File: config.mk
export PLATFORM = sky130hd
export DESIGN_NAME = fetch_queue
export DESIGN_NICKNAME = d
export VERILOG_FILES = /design/src/rtl/fetch_queue.sv
export SDC_FILE = /design/constraint.sdc
export NUM_CORES = 1
export LEC_CHECK = 0
export ABC_AREA = 1
export BUFFER_PORTS_ARGS = -buffer_cell sky130_fd_sc_hd__buf_2
export CORE_MARGIN = 2
export CORE_UTILIZATION = 40
export DETAILED_ROUTE_END_ITERATION = 7
export GPL_TIMING_DRIVEN = 0
export PLACE_DENSITY = 0.55
export SYNTH_ARGS = -nofsm -noshare
export SYNTH_HDL_FRONTEND = slang
export SYNTH_SLANG_ARGS = --single-unit
File: constraint.sdc
create_clock -name clk -period 9.62 [get_ports clk]
set_input_delay 0.481 -clock clk [delete_from_list [all_inputs] [get_ports clk]]
set_output_delay 0.481 -clock clk [all_outputs]
set_load 0.005 [all_outputs]
File: src/rtl/fetch_queue.sv
`default_nettype none
// +----------------------------------------------------------------------------+
// | Module      : fetch_queue                                                  |
// | Description : Instruction prefetch queue between the memory instruction    |
// |               port and decode. Requests sequential words over the          |
// |               ce/busy/valid handshake, buffers DEPTH {word, pc} entries    |
// |               and flushes on redirect (branch, jump, ISR entry, mret).     |
// |               Optional macro FETCH_STALL_CNT_EN adds a saturating          |
// |               stall_count output.                                          |
// | Revision    : 1.0 - initial release                                        |
// +----------------------------------------------------------------------------+
module fetch_queue #(
    parameter int                  PC_WIDTH = 16,
    parameter int                  DEPTH    = 4,
    parameter logic [PC_WIDTH-1:0] RESET_PC = '0
) (
    input  logic                clk,
    input  logic                reset,
    output logic                mem_ce,
    output logic [PC_WIDTH-1:0] mem_addr,
    input  logic                mem_busy,
    input  logic                mem_valid,
    input  logic [31:0]         mem_rdata,
    input  logic                redirect,
    input  logic [PC_WIDTH-1:0] redirect_pc,
    output logic                iword_valid,
    output logic [31:0]         iword,
    output logic [PC_WIDTH-1:0] iword_pc,
    input  logic                iword_ready,
    output logic                pc_misaligned
`ifdef FETCH_STALL_CNT_EN
    ,
    output logic [31:0]         stall_count
`endif
);

    localparam int                  c_AW       = (DEPTH > 1) ? $clog2(DEPTH) : 1;
    localparam logic [c_AW-1:0]     c_PTR_ONE  = c_AW'(1);
    localparam logic [c_AW:0]       c_CNT_ONE  = (c_AW + 1)'(1);
    localparam logic [c_AW:0]       c_FULL     = (c_AW + 1)'(DEPTH);
    localparam logic [PC_WIDTH-1:0] c_PC_STEP  = PC_WIDTH'(4);

    typedef enum logic [1:0] {
        ST_IDLE    = 2'd0,
        ST_WAIT    = 2'd1,
        ST_DISCARD = 2'd2
    } state_t;

    state_t              r_state;
    logic [PC_WIDTH-1:0] r_fetch_pc;
    logic [c_AW-1:0]     r_wr_ptr;
    logic [c_AW-1:0]     r_rd_ptr;
    logic [c_AW:0]       r_count;
    logic [31:0]         r_word_mem [DEPTH];
    logic [PC_WIDTH-1:0] r_pc_mem   [DEPTH];

    logic                r_mem_ce;
    logic [PC_WIDTH-1:0] r_mem_addr;
    logic                r_iword_valid;
    logic [31:0]         r_iword;
    logic [PC_WIDTH-1:0] r_iword_pc;
    logic                r_pc_misaligned;

    logic                w_push;
    logic                w_pop;
    logic                w_issue;
    logic [c_AW:0]       w_count_next;
    logic [c_AW:0]       w_count_after_pop;
    logic [c_AW-1:0]     w_rd_next;
    logic [31:0]         w_head_word;
    logic [PC_WIDTH-1:0] w_head_pc;
    logic [PC_WIDTH-1:0] w_redirect_aligned;

    assign w_redirect_aligned = {redirect_pc[PC_WIDTH-1:2], 2'b00};

    // A redirect cancels every queue update in its cycle; reset blocks writes.
    assign w_push  = reset && !redirect && (r_state == ST_WAIT) && mem_valid;
    assign w_pop   = reset && !redirect && r_iword_valid && iword_ready;
    assign w_issue = (r_state == ST_IDLE) && (r_count < c_FULL) && !mem_busy && !redirect;

    // Next occupancy and next head entry; a word written into a queue that is
    // empty after this cycle's pop is taken from the memory bus directly.
    always_comb begin
        w_count_next      = r_count;
        w_count_after_pop = w_pop ? (r_count - c_CNT_ONE) : r_count;
        w_rd_next         = w_pop ? (r_rd_ptr + c_PTR_ONE) : r_rd_ptr;
        if (w_push && !w_pop) begin
            w_count_next = r_count + c_CNT_ONE;
        end else if (!w_push && w_pop) begin
            w_count_next = r_count - c_CNT_ONE;
        end
        if (w_push && (w_count_after_pop == '0)) begin
            w_head_word = mem_rdata;
            w_head_pc   = r_mem_addr;
        end else begin
            w_head_word = r_word_mem[w_rd_next];
            w_head_pc   = r_pc_mem[w_rd_next];
        end
    end

    // Queue storage: one entry written per returned word.
    always_ff @(posedge clk) begin
        if (w_push) begin
            r_word_mem[r_wr_ptr] <= mem_rdata;
            r_pc_mem[r_wr_ptr]   <= r_mem_addr;
        end
    end

    // Fetch FSM, queue pointers and registered outputs.
    always_ff @(posedge clk) begin
        if (!reset) begin
            r_state         <= ST_IDLE;
            r_fetch_pc      <= RESET_PC;
            r_wr_ptr        <= '0;
            r_rd_ptr        <= '0;
            r_count         <= '0;
            r_mem_ce        <= 1'b0;
            r_mem_addr      <= RESET_PC;
            r_iword_valid   <= 1'b0;
            r_iword         <= '0;
            r_iword_pc      <= '0;
            r_pc_misaligned <= 1'b0;
        end else begin
            r_mem_ce        <= 1'b0;
            r_pc_misaligned <= 1'b0;
            if (redirect) begin
                r_fetch_pc      <= w_redirect_aligned;
                r_pc_misaligned <= |redirect_pc[1:0];
                r_wr_ptr        <= '0;
                r_rd_ptr        <= '0;
                r_count         <= '0;
                r_iword_valid   <= 1'b0;
                // An outstanding request must still be drained; if its
                // response lands in this very cycle there is nothing left.
                case (r_state)
                    ST_WAIT:    r_state <= mem_valid ? ST_IDLE : ST_DISCARD;
                    ST_DISCARD: r_state <= mem_valid ? ST_IDLE : ST_DISCARD;
                    default:    r_state <= ST_IDLE;
                endcase
            end else begin
                case (r_state)
                    ST_IDLE: begin
                        if (w_issue) begin
                            r_mem_ce   <= 1'b1;
                            r_mem_addr <= r_fetch_pc;
                            r_state    <= ST_WAIT;
                        end
                    end
                    ST_WAIT: begin
                        if (mem_valid) begin
                            r_fetch_pc <= r_fetch_pc + c_PC_STEP;
                            r_state    <= ST_IDLE;
                        end
                    end
                    ST_DISCARD: begin
                        if (mem_valid) begin
                            r_state <= ST_IDLE;
                        end
                    end
                    default: r_state <= ST_IDLE;
                endcase
                if (w_push) begin
                    r_wr_ptr <= r_wr_ptr + c_PTR_ONE;
                end
                r_rd_ptr      <= w_rd_next;
                r_count       <= w_count_next;
                r_iword_valid <= (w_count_next != '0);
                if (w_count_next != '0) begin
                    r_iword    <= w_head_word;
                    r_iword_pc <= w_head_pc;
                end
            end
        end
    end

`ifdef FETCH_STALL_CNT_EN
    logic [31:0] r_stall_count;

    // Count cycles where decode is ready but no word is available; saturates.
    always_ff @(posedge clk) begin
        if (!reset) begin
            r_stall_count <= '0;
        end else if (iword_ready && !r_iword_valid && (r_stall_count != 32'hFFFF_FFFF)) begin
            r_stall_count <= r_stall_count + 32'd1;
        end
    end

    assign stall_count = r_stall_count;
`endif

    assign mem_ce        = r_mem_ce;
    assign mem_addr      = r_mem_addr;
    assign iword_valid   = r_iword_valid;
    assign iword         = r_iword;
    assign iword_pc      = r_iword_pc;
    assign pc_misaligned = r_pc_misaligned;

endmodule
`default_nettype wire

# Word-level counts from Yosys, hierarchy flattened
# Memories as Yosys holds them, arrays and structs flattened.
# Index checks and enable logic that the tools add are counted.
# word_totals
reg_bits,92
word_cells,75
output_inout_bits,67
in_bits,54
mem_count,2
ramBits,192
# op_classes
muxes,18
n_reduce_logical,30
bitwise,3
add_sub_neg,5
n_eq_ne,4
order_cmp,1
# memory_table
memory,depth,width,read_ports,rd_clocked_by_memory_dff,write_ports,line,text
r_word_mem,4,32,1,0,1,54,logic [31:0] r_word_mem [DEPTH];
r_pc_mem,4,16,1,0,1,55,logic [PC_WIDTH-1:0] r_pc_mem [DEPTH];
# op_table
op,n
16-bit two-way mux,4
32-bit two-way mux,1
"16-bit by 3-bit adder with 16-bit output, second input constant",1
2-bit two-way mux,6
1-bit logical AND,11
2-bit AND reduction,5
3-bit two-way mux,3
2-bit OR reduction,3
"2-bit by 1-bit adder with 2-bit output, second input constant",2
1-bit zero test,4
2-bit one-hot mux with 2 select lines,1
2-bit nonzero test,2
"3-bit by 1-bit adder with 3-bit output, second input constant",1
3-bit zero test,1
"3-bit < comparator, second input constant",1
1-bit two-way mux,3
"3-bit by 1-bit != test with 1-bit output, second input constant",1
"3-bit != test, second input constant",1
1-bit NOT,3
3-bit AND reduction,1
3-bit nonzero test,1
3-bit OR reduction,1
"3-bit by 1-bit subtractor with 3-bit output, second input constant",1
"2-bit by 1-bit == test with 1-bit output, second input constant",1
other kinds (2),2

# Depth between registers and ports, before layout
# logic_depth
ltp_word,10
mapped_depth,15
depth_no_buf,13

# Least setup slack after synthesis
# OpenSTA, ideal clock, no wires.
# synth_timing
kind,input-to-reg
start,input port reset
end,"memory r_pc_mem[0][10], enable pin"
t_arrival_ns,2.850
path_stages,5
t_required_ns,9.171
slack_ns,6.320
setup_time_ns,0.449
path_buffers,1
path_cell_list,buf_4 > nand2_4 > nor2_4 > inv_2 > nor2_1
# synth_between
elab_chain_len,5
# synth_lines
element,line,text
from (decl),18,"input logic reset,"
1-bit logical AND (3 in a row),77,assign w_push = reset && !redirect && (r_state == ST_WAIT) && mem_valid;
1-bit two-way mux,103,if (w_push) begin
1-bit two-way mux (not written as such),105,r_pc_mem[r_wr_ptr] <= r_mem_addr;
to (decl),55,
# Every way passes these cells.

# Final worst setup path
# layout_timing
start,register r_state[1]
end,register r_iword[13] (netlist: iword[13])
# layout_between
elab_chain_len,9
elab_cells_between_ends,12
classes_between,eq/ne (1); mux (3); reduce/logical (8)
# layout_lines
element,line,text
from (decl),49,state_t r_state;
from (signal assigned),136,ST_WAIT: r_state <= mem_valid ? ST_IDLE : ST_DISCARD;
from (signal assigned),137,ST_DISCARD: r_state <= mem_valid ? ST_IDLE : ST_DISCARD;
2-bit by 1-bit == test with 1-bit output (*),77,
1-bit logical AND (*) (2 in a row),77,
1-bit zero test,89,end else if (!w_push && w_pop) begin
1-bit logical AND,89,
3-bit two-way mux,89,
3-bit two-way mux,87,if (w_push && !w_pop) begin
3-bit nonzero test,168,if (w_count_next != '0) begin
2-bit AND reduction (no source line),-,
to (signal assigned),169,r_iword <= w_head_word;
to (decl),60,logic [31:0] r_iword;
# Mark *: on every way between the ends. The rest lies on a longest branch, timed or not.
# A chain may end at the register's enable or synchronous reset.

==> summary.md <==
| Metric | Value |
|---|---|
| Fin crit share | `25.35%` |
| Syn Area/Cell | `8.733 µm²` |
| DR pass1 iterations | `6` |
| Skew-Pair Late Insertion Delay | `0.55 ns` |
| Sw power | `549.3 µW` |
| DP Wirelength | `20.50 mm` |
| Cts repair resizes | `0` |
| Root buf cell | `clkbuf_16` |
| Worst reg-to-reg setup slack | `just over 7 ns` |
| Critical R2R Launch | `r_state[1]` |
| Logic pwr share | `between 4 and 5%` |
| Die Span Y | `179.1 µm` |
| Hold WC Path Type | `in -> reg` |
| Slew margin rel. | `a little under a third` |
| Max FO, Critical Path | `10` |
| Antenna diode count | `0` |
| Number of global-route vias before repair | `a little under 9k` |
| GP Congestion | `roughly 0.84` |
| DRC viols | `0` |
| TritonCTS clock tree | `yes` |
| Worst Skew | `0.01030 ns` |
| CTS clk-pin slew, worst paths | `~0.06 ns` |
| Post-synth ARST share | `0%` |
| Post-route ant nets | `0` |
| Synth Flop Type | `edfxtp_1` |
| Number of flops mapped to enable cells by yosys | `184` |
| GR Util All Layers | `19.26%` |
| Die width | `179.1 µm` |
| Largest net degree at the start of global routing | `27` |
| Worst-margin pin slew | `1.038 ns` |
| P_leak | `6.754 nW` |
| Starting Density | `about two fifths` |
| MaxCap Viol Count | `0` |
| Count of cell types in the netlist | `34` |
| WP data required | `~10 ns` |
| Nets | `1622` |
| Flip-flop and latch count after synthesis | `270` |
| FF-to-FF path depth | `13` |
| Max Freq | `about 400 MHz` |
| Reg2reg end | `iword[13]` |
| Post-Synthesis Cell Area | `12270 µm²` |
| Area grow syn2layout | `18.01%` |
| Minimum clock period | `2.439 ns` |
| Worst setup path class | `reg -> reg` |
| Synth Area in Simple Gates | `a little over a quarter` |
| Vias | `9302` |
| Commonest cells after routing, fill and taps aside | `nand2_1, inv_1, edfxtp_1` |
| Seq/Total Area, Yosys | `59.06%` |
| WL/cell | `approximately 15 µm` |
| IO Pins | `~120` |
| Final Max Slew Viols | `0` |
| Gr ovfl total | `0` |
| Final Setup Violations | `0` |
| Status | `finished clean` |
| Sequential power share | `roughly 50%` |
| Core ar. | `30430 µm²` |
| Adder-cell share of the synthesized area | `less than 1%` |
| Mux share of post-synthesis cell area | `0%` |
| Internal Dissipation | `2.022 mW` |
| Total CTS buffers | `30` |
| Synth Area in XOR/XNOR | `0.1428%` |
| Post-CTS Setup Repair Bufs | `0` |
| Initial antenna violation count | `0` |
| RSZ-0062 raised after global routing | `no` |
| Buffers on Ports | `approximately 120` |
| Switching share of power | `21.36%` |
| Initial DRC Count | `around 640` |
| YS warnings | `0` |
| CTS Hold Bufs | `0` |
| H-tree levels | `1` |
| Hold WS | `0.1351 ns` |
| CTS sink count | `270` |
| Drt via density | `4.700` |
| Total Routed Length | `between 30 and 40 mm` |
| Synth Area in Compound Gates | `under 10%` |
| Die area | `32090 µm²` |
| Clock Path Buffers | `3` |
| Power share of the clock group | `46.0%` |
| Cells after Synth | `about 1.4k` |
| Layout cells sized above 1 | `14.28%` |
| Crit. Startpoint | `r_state[1]` |
| Power density over the cells | `about 180 nW/µm²` |
| Setup crit end | `iword[13]` |
| CP endpoint kind | `register` |
| Std cell rows | `64` |
| Maximum vdd drop | `0.1327 mV` |
| Commonest non-fill, non-tap cell in the layout | `nand2_1` |
| Critical path arrival | `2.92 ns` |
| Post-Route Setup TNS | `0 ns` |
| Global-route wire length before repair | `~48 mm` |
| Largest family of logic cells by synthesized area | `simple AND/OR/NAND/NOR gates` |
| Worst setup SP type | `register` |
| Final Hold Viols | `0` |
==> routing by layer <==
layer  global-route usage (%)  part of all wire, %
met2                    31.94                   46
met1                    25.99                   46
met5                        0                    0
met3                    3.053                  5.5
met4                    5.813                  2.9
==> synth_stat cells, drive strengths merged, types with 2 or more instances <==
cell	count	area (µm²)
ha	9	112.6
nand4	2	12.51
nand3	158	795.8
a21oi	18	90.09
a32oi	5	43.79
o211ai	2	15.01
buf	45	272.8
dfxtp	86	1722
inv	229	859.6
o21ai	33	165.2
nand2	425	1628
a31oi	6	37.54
nor3	3	15.01
clkbuf	26	97.59
edfxtp	184	5525
nand3b	46	345.3
nor2	119	469.2
==> sequential cells by signal, summed over array words and instances, names as in the netlist <==
signal,count
r_word_mem,128
r_pc_mem,56
iword,32
iword_pc,14
mem_addr,14
r_fetch_pc,14
r_count,3
r_rd_ptr,2
r_state,2
r_wr_ptr,2
iword_valid,1
mem_ce,1
pc_misaligned,1
==> worst max-delay path, stage by stage (launching register included) <==
cell and delay [ns]:
dfxtp_1 0.31, inv_1 0.06, ha_1 0.17, nand2_1 0.11, buf_2 0.24, nand3_1 0.12, nand2_1 0.08, nand3_1 0.06
nand2_1 0.10, nand3_2 0.11, nand2_2 0.40, buf_2 0.37, nor2_1 0.13, nor2_1 0.11
==> layout make-up <==
cell class / instances / area (µm²)
timing repair buffer: 119 / 655.6
buffer: 71 / 370.4
tap: 396 / 495.5
sequential: 270 / 7247
fill: 2946 / 15950
multi-input combinational: 838 / 3835
clock inverter: 17 / 211.5
clock buffer: 39 / 805.8
inverter: 229 / 859.6
==> kinds of logic after synthesis <==
| logic type | after synthesis |
|---|---|
| buf+inv | 300 |
| simple gates | 755 |
| xor+xnor | 2 |
| other cells | 1 |
| fa+ha+maj | 9 |
| compound gates | 68 |
| flops | 270 |
==> worst min-delay path by stage <==
stage	start	endpoint	depth (start not counted)
after floorplan	r_fetch_pc[12]	mem_addr[12]	2
after global placement	r_fetch_pc[5]	r_fetch_pc[5]	2
after detailed placement	r_fetch_pc[12]	mem_addr[12]	2
after CTS	redirect_pc[2]	r_fetch_pc[2]	3
after global routing	redirect_pc[2]	r_fetch_pc[2]	3
final	redirect_pc[2]	r_fetch_pc[2]	3
==> per-stage QoR <==
| step | setup WS (ns) | cells | utilization, % | power (mW) | instance area [µm²] |
|---|---|---|---|---|---|
| after floorplan | 6.320 | 1408 | - | 1.356 | 12280 |
| after global placement | 4.234 | 1919 | 43.88 | 1.413 | 13350 |
| after detailed placement | 6.978 | 1923 | 44.24 | 1.415 | 13460 |
| after CTS | 7.173 | 1979 | 47.59 | 2.592 | 14480 |
| after global routing | 6.965 | 1979 | 47.59 | 2.663 | 14480 |
| final | 7.181 | 1979 | 47.59 | 2.571 | 14480 |
==> power groups by stage <==
stage | Clock (mW) | Sequential [mW] | Combinational (mW)
finish | 1.18 | 1.28 | 0.112
global placement | 0 | 1.30 | 0.112
floorplan | 0 | 1.30 | 0.0589
global route | 1.26 | 1.28 | 0.129
CTS | 1.20 | 1.28 | 0.114
detailed placement | 0 | 1.30 | 0.114
Power figures use the tool's default switching activity.
